===== src/rtl/onehot_to_bin_util.sv =====
// onehot_to_bin_util: one-hot core select to binary core index, combinational plus registered copy
// Ports: clk rising-edge clock; reset sync active-low; onehot_in N-bit select;
//   bin_out/zero_out/multi_out combinational index and status;
//   bin_q/valid_q/err_q same results registered one cycle later.
module onehot_to_bin_util #(
  parameter int N = 32,
  localparam int W = (N > 1) ? $clog2(N) : 1
) (
  input  logic         clk,
  input  logic         reset,
  input  logic [N-1:0] onehot_in,
  output logic [W-1:0] bin_out,
  output logic         zero_out,
  output logic         multi_out,
  output logic [W-1:0] bin_q,
  output logic         valid_q,
  output logic         err_q
);
  logic [W-1:0] w_bin;
  logic         w_zero;
  logic         w_multi;
  // Scan from the top down so the lowest set bit is the last write and wins.
  always_comb begin
    w_bin = '0;
    for (int i = N - 1; i >= 0; i--) w_bin = onehot_in[i] ? W'(i) : w_bin;
  end
  assign w_zero    = ~|onehot_in;
  // Clearing the lowest set bit leaves something only when two or more were set.
  assign w_multi   = |(onehot_in & (onehot_in - N'(1)));
  assign bin_out   = w_bin;
  assign zero_out  = w_zero;
  assign multi_out = w_multi;
  always_ff @(posedge clk) begin
    if (!reset) begin
      bin_q   <= '0;
      valid_q <= 1'b0;
      err_q   <= 1'b0;
    end else begin
      bin_q   <= w_bin;
      valid_q <= !w_zero && !w_multi;
      err_q   <= w_zero || w_multi;
    end
  end
endmodule


===== config.mk =====
export PLATFORM = sky130hd
export DESIGN_NAME = onehot_to_bin_util
export DESIGN_NICKNAME = d
export VERILOG_FILES = /design/src/rtl/onehot_to_bin_util.sv
export SDC_FILE = /design/constraint.sdc
export NUM_CORES = 1
export LEC_CHECK = 0
export CORE_MARGIN = 10
export CORE_UTILIZATION = 39
export DETAILED_ROUTE_END_ITERATION = 6
export MAX_ROUTING_LAYER = met4
export PLACE_DENSITY = 0.79
export RECOVER_POWER = 100
export SYNTH_ARGS = -nofsm -noshare
export SYNTH_HDL_FRONTEND = slang
export SYNTH_SLANG_ARGS = --single-unit

===== constraint.sdc =====
create_clock -name clk -period 3.3 [get_ports clk]
set_input_delay 0.66 -clock clk [delete_from_list [all_inputs] [get_ports clk]]
set_output_delay 0.66 -clock clk [all_outputs]
set_load 0.05 [all_outputs]

# [Yosys cells after proc, flatten, opt, wreduce, memory -nomap -nowiden]
# Index checks and enable logic that the tools add are counted.
[totals] register_bits=7 output_inout_bits=14 wordCells=43
[classes] add_sub_neg=1 mux=32 n_bitwise=1 n_reduce_logical=6
[ops] op="$mux 5" n=32
[ops] op="$reduce_or 32->1" n=2
[ops] op="$and 32x32->32" n=1
[ops] op="$sub 32x1->32 const B" n=1
[ops] op="$logic_not 1->1" n=2
[ops] op="$logic_and 1x1->1" n=1
[ops] op="$logic_or 1x1->1" n=1

# [Logic depth before layout (Yosys ltp)]
# Gate-level depths: netlist of run 1.
[logic_depth] depth_word=32 mapped_depth=7 depth_no_buf=6

# [Least setup slack after synthesis of run 1]
# No wires, ideal clock.
[synth_path] kind="input -> output" startpoint="in onehot_in[30]" endpoint="out bin_out[1]" arrival_ps=2731 required_ps=2640 path_slack_ps=-91 path_stages=6 n_path_buf=1 cell_sequence="clkbuf_1 -> nor2_1 -> o31ai_1 -> a211oi_1 -> o311a_1 -> o31ai_1"
[synth_via] elab_chain_cells=31
[synth_rtl] item="start, declared" line="11" rtl="input logic [N-1:0] onehot_in,"
[synth_rtl] item="$mux 5 (31 in a row)" line="25" rtl="for (int i = N - 1; i >= 0; i--) w_bin = onehot_in[i] ? W'(i) : w_bin;"
[synth_rtl] item="end, declared" line="12" rtl="output logic [W-1:0] bin_out,"
# No other way between the ends.

# [Final worst setup path of run 1]
[layout_path] startpoint="in onehot_in[13]" endpoint="out multi_out"
[layout_via] elab_chain_cells=3
[layout_rtl] item="$sub 32x1->32" line="29" rtl="assign w_multi = |(onehot_in & (onehot_in - N'(1)));"
[layout_rtl] item="$and 32x32->32 *" line="29"
[layout_rtl] item="$reduce_or 32->1 *" line="29"
[layout_rtl] item="end, declared" line="14" rtl="output logic multi_out,"
# Every way passes the cells marked *; elsewhere a longest branch is shown, timed or not.

==> reports/results.tsv, run 1 <==
metric	value	unit
Die W	68.6	um
outcome	finished clean	
initial antenna violation count	0	
area of the multi-input gates	776	um2
Total GRT Usage	0.182	
DR WL/cell	16.0	um
Rows	17	
fmax	304	MHz
CTS Sinks	7	
Initial Util	0.412	
CTS Root Cell	clkbuf_4	
Yosys warnings	0	
vias per cell	6.01	
Area Overhead vs Synth	98.1	%
Leak Pwr	0.803	nW
placed wire-length estimate	3510	um
commonest non-fill, non-tap cells in the layout	buf_4, nor2_1	
TritonCTS clock tree	built	
Tcrit/Tclk final	0.996	
endpoints failing setup	0	
synthesized area	921	um2
CP Capture Type	output pin	
CP Max Fanout	7	
Worst-path clk slew	0.05	ns
Post-CTS Hold Fix Bufs	0	
Nets	267	
Seq/Total Area, Yosys	0.152	
hold crit path type	input port to flop	
CTS Buf Count	3	
core area	2230	um2
fillcell total	167	
post-route insts no fill	260	
fraction of registers with async set/reset	0	
max-slew violations	0	
RSZ-0062 raised after global routing	true	
Placed Cells	255	
register area	140	um2
first-pass GRT wire length	6670	um
Crit Path Class	input port to output pin	
largest net degree at the start of global routing	11	
Layout Utilization	0.817	
Die Span Y	68.6	um
Max IR drop VDD	0.205	mV
unique cell type count in the Yosys netlist	36	
final WL	4170	um
CP arrival	2.63	ns
Top FF cell, synth	dfxtp_1	
DR vias	1562	
Placer Congestion	1.03	
power per cell area	185	nW/um2
Final Critical Period	3.29	ns
IO Count	48	
synthesized net count	173	
Hold Vio Cnt, Final	0	
Post-synth EDFFs	0	
most common cell after layout, fill and taps aside	buf_4	
Slew headroom	0.648	
Residual DRC	0	
grt ovf	0	
Startpoint Class	input port	
WP data required	2.64	ns
H-tree depth	1	
Max Root-Sink Buffers	2	
full die area	4700	um2
Avg Cell Area, Syn	6.63	um2
Worst-Margin Slew	0.526	ns
Initial DRC Count	115	
vias in the first global route	1529	
Synth Register Bits	7	
share of cells above drive strength 1	0.332	
DRT Pass-1 Iters	5	
max cap viols	0	
Final Power	0.338	mW
Routed Antenna Nets	0	
# port buffers	47	
synthesized instance count	139	
Ant. Diodes	0	
[kinds of logic (layout without fill, tap and decap cells)]
| group | count (synthesis) | after routing | share of synthesized area |
|---|---|---|---|
| AOI/OAI and AO/OA | 44 | 44 | 0.332 |
| adders and majority gates | 3 | 3 | 0.0326 |
| buffers and inverters | 12 | 105 | 0.0516 |
| DFF | 7 | 7 | 0.152 |
| and+or+nand+nor | 73 | 73 | 0.432 |
[worst max-delay path, stage by stage]
cell	delay [ns]
clkdlybuf4s15_1	0.18
or4_4	0.55
or4_4	0.48
a211oi_2	0.22
o221a_2	0.24
nand4_4	0.12
buf_8	0.18
[cell type report]
class                           instances  share of cell area
Timing Repair Buffer                   94               0.450
Multi-Input combinational cell        120               0.425
Sequential cell                         7              0.0768
Tap cell                               28              0.0192
Clock buffer                            4              0.0144
Inverter                                7              0.0144
[metrics by stage]
step | TNS [ns] | hold WS, ns | setup slack [ns] | cell area [um2]
detailed placement | -0.889 | 1.35 | -0.447 | 1800
global placement | -0.664 | 1.33 | -0.335 | 1800
global route | -0.172 | 0.930 | -0.0456 | 1820
finish | 0 | 0.918 | 0.0124 | 1820
CTS | 0 | 0.896 | 0.000505 | 1840
floorplan | 0 | 0.774 | 0.112 | 926
[Yosys cell counts (all sizes together), types with 3 or more instances]
cell type	n	area (um2)
clkbuf	3	11.3
nor4	10	62.6
o21ai	11	55.1
maj3	3	30.0
inv	7	26.3
nor3	10	50.1
or4	9	71.3
o21a	3	22.5
o31ai	4	30.0
or3	4	25.0
nor2	19	71.3
and2	4	25.0
a21oi	10	50.1
nand2	7	26.3
nand3	4	20.0
dfxtp	7	140
[path summary, 6_finish.rpt]
| path | start | to | slack (ns) | cells past startpoint |
|---|---|---|---|---|
| setup / recovery | onehot_in[13] | multi_out | 0.01 | 7 |
| hold / removal | onehot_in[0] | bin_q[0]$_SDFF_PN0_ | 0.92 | 5 |
[per-layer routing]
| metal | share of wire | routed length [um] | global-route usage |
|---|---|---|---|
| met1 | 0.37 | 1550 | 0.200 |
| met2 | 0.49 | 2050 | 0.326 |
| met3 | 0.11 | 477 | 0.0370 |
| met4 | 0.021 | 89 | 0.0452 |
| met5 | 0 | 0 | - |
[sequential cells by signal, indices dropped and copies added (netlist names)]
signal	flops
err_q	1
valid_q	1
bin_q	5
[what timing repair did]
| item | in CTS | in global routing |
|---|---|---|
| buffers inserted | 1 | 0 |
| endpoints found under the setup margin | 3 | 5 |
| pin swaps | 14 | 0 |
| endpoints found under the hold margin | 0 | 0 |
| gates resized for setup | 66 | 3 |
[power by group]
group / total [mW] / switching (mW) / internal, mW
combinational: 0.171 / 0.0839 / 0.0873
clock: 0.0802 / 0.0339 / 0.0463
sequential: 0.0870 / 0.000324 / 0.0867
Power figures use the tool's default switching activity.
==> run 2, diff against run 1 <==
--- a/config.mk
+++ b/config.mk
@@ -8,6 +8,7 @@
 export CORE_MARGIN = 10
 export CORE_UTILIZATION = 39
 export DETAILED_ROUTE_END_ITERATION = 6
+export GPL_ROUTABILITY_DRIVEN = 0
 export MAX_ROUTING_LAYER = met4
 export PLACE_DENSITY = 0.79
 export RECOVER_POWER = 100
==> run 2 against run 1 <==
Compared with the run above:
- sequential cell count is the same
- global-route usage grew 0.36 points
- design area shrank 0.14%
- die area is the same
- sequential share of layout area is essentially flat
- clock-buffer cell count is the same
- combinational power is essentially flat
- non-clock buffer count shrank 1
- setup slack lost 0.0066 ns
- power shrank 0.21%
- routed wire length grew 4.8%
- critical endpoint unchanged
- largest cell class unchanged
==> reports/results.tsv, run 2 (same netlist as run 1, synthesis figures left out) <==
metric	value	unit	change
Post CTS Setup Buffer Count	0		-1
CTS Sinks	7		unchanged
Placed Cells	255		unchanged
Crit Path Class	input port to output pin		
worst min-delay path endpoint	bin_q[0]$_SDFF_PN0_		
commonest non-fill, non-tap cells in the layout	buf_4, nor2_1		
CP max stage cell	or4_4		
fillcell total	163		-2.4%
H-tree depth	1		unchanged
Total GRT Usage	0.186		+0.00362
first-pass GRT wire length	6720	um	+0.83%
most common cell after layout, fill and taps aside	buf_4		
Max Root-Sink Buffers	2		unchanged
initial antenna violation count	0		unchanged
CP Max Fanout	7		unchanged
share of cells above drive strength 1	0.329		-0.00289
Ant. Diodes	0		unchanged
max-slew violations	0		unchanged
Most Frequent Cell on Critical Path	or4_4		
hold crit path type	input port to flop		
Residual DRC	0		unchanged
full die area	4700	um2	unchanged
Die Span Y	68.6	um	unchanged
Worst-path clk slew	0.05	ns	about the same
Leak Pwr	0.796	nW	-0.84%
CP Capture Type	output pin		
number of flip-flops in the largest register	5		unchanged
Regs by FF count	bin_q x5, err_q x1, valid_q x1		
final WL	4370	um	+4.8%
Max IR drop VDD	0.170	mV	-17%
CTS Root Cell	clkbuf_4		
IO Count	48		unchanged
DR WL/cell	16.9	um	+5.2%
Slew headroom	0.644		-0.00442
Hold Vio Cnt, Final	0		unchanged
Final Critical Period	3.29	ns	+0.00659 ns
grt ovf	0		unchanged
Nets	266		-0.37%
Placed Area	1800	um2	unchanged
worst hold start	onehot_in[0]		
vias in the first global route	1493		-2.4%
placed wire-length estimate	3610	um	+2.8%
critical path, cell by cell	buf_2 -> or4_4 -> or4_4 -> o21ai_1 -> o2111a_1 -> nand4_4 -> buf_8		
Most flops, register	bin_q		
endpoints failing setup	0		unchanged
Tcrit/Tclk final	0.998		+0.00200
Die W	68.6	um	unchanged
hold path depth	5		unchanged
CTS Buf Count	3		unchanged
Initial Util	0.412		unchanged
max cap viols	0		unchanged
Crit path largest cell delay	0.58	ns	+0.03 ns
# port buffers	47		unchanged
WP data required	2.64	ns	about the same
fmax	304	MHz	-0.20%
Post-CTS Hold Fix Bufs	0		unchanged
Initial DRC Count	106		-7.8%
Worst-Margin Slew	0.532	ns	+0.00661 ns
TritonCTS clock tree	built		
CP arrival	2.63	ns	about the same
power per cell area	185	nW/um2	about the same
largest net degree at the start of global routing	11		unchanged
outcome	finished clean		
Final Power	0.338	mW	-0.21%
DRT Pass-1 Iters	5		unchanged
vias per cell	6.04		+0.58%
core area	2230	um2	unchanged
post-route insts no fill	259		-0.38%
Routed Antenna Nets	0		unchanged
Rows	17		unchanged
RSZ-0062 raised after global routing	true		
DR vias	1565		+0.19%
Startpoint Class	input port		
Area Overhead vs Synth	97.8	%	
final instance area	1820	um2	-0.14%
[run 2: cell types whose count changed in the layout (fill, tap and decap cells not counted), moves of 2 or more]
cell	previous run	this run
buf_2	6	8
buf_12	3	5
o31ai_2	2	0
buf_6	3	0
[run 2: worst max path at each step]
stage	startpoint	endpoint	slack [ns]	depth (start not counted)
CTS	onehot_in[8]	multi_out	0.006	7
detailed placement	onehot_in[3]	multi_out	-0.41	7
floorplan	onehot_in[3]	multi_out	0.11	6
global route	onehot_in[29]	bin_out[3]	-0.06	6
finish	onehot_in[8]	multi_out	0.006	7
global placement	onehot_in[3]	multi_out	-0.33	7
[run 2: where the power goes]
group	switching (mW)	total, mW	leakage [nW]	internal, mW
logic	0.0853	0.171	0.724	0.0855
clock network	0.0335	0.0797	0.0150	0.0462
registers	0.000420	0.0872	0.0571	0.0868
total	0.119	0.338	0.796	0.218
[run 2: routing by layer]
metal / GRT usage / part of all wire / vias to the layer above
met5: - / 0 / -
met4: 0.0804 / 0.029 / 0
met3: 0.0209 / 0.095 / 17
met2: 0.318 / 0.50 / 102
met1: 0.212 / 0.38 / 708
li1: - / - / 738
[run 2: layout make-up]
cell class | count | area [um2] | area share
clock buffer | 4 | 26.3 | 0.0144
inverter | 7 | 26.3 | 0.0144
timing repair buffer | 93 | 816 | 0.448
multi-input combinational | 120 | 778 | 0.427
tap | 28 | 35.0 | 0.0192
sequential | 7 | 140 | 0.0769
[run 2: critical path: cells and delay by family]
kind	cells	cell delay, ns
AO/OA/AOI/OAI	2	0.45
buffers and inverters	2	0.29
AND/OR/NAND/NOR	3	1.24
[run 2: repair_timing]
item | 4_1_cts | 5_1_grt
resized for setup | 61 | 5
setup endpoints to repair | 5 | 5
pin swaps | 14 | 0
[run 2: through the flow]
step,TNS (ns),worst slack (ns),hold slack (ns),util
2_1_floorplan,0,0.112,0.774,-
3_3_place_gp,-0.651,-0.335,1.34,0.806
3_5_place_dp,-0.812,-0.407,1.35,0.806
4_1_cts,0,0.00610,0.885,0.811
5_1_grt,-0.167,-0.0619,0.955,0.816
6_report,0,0.00581,0.890,0.816
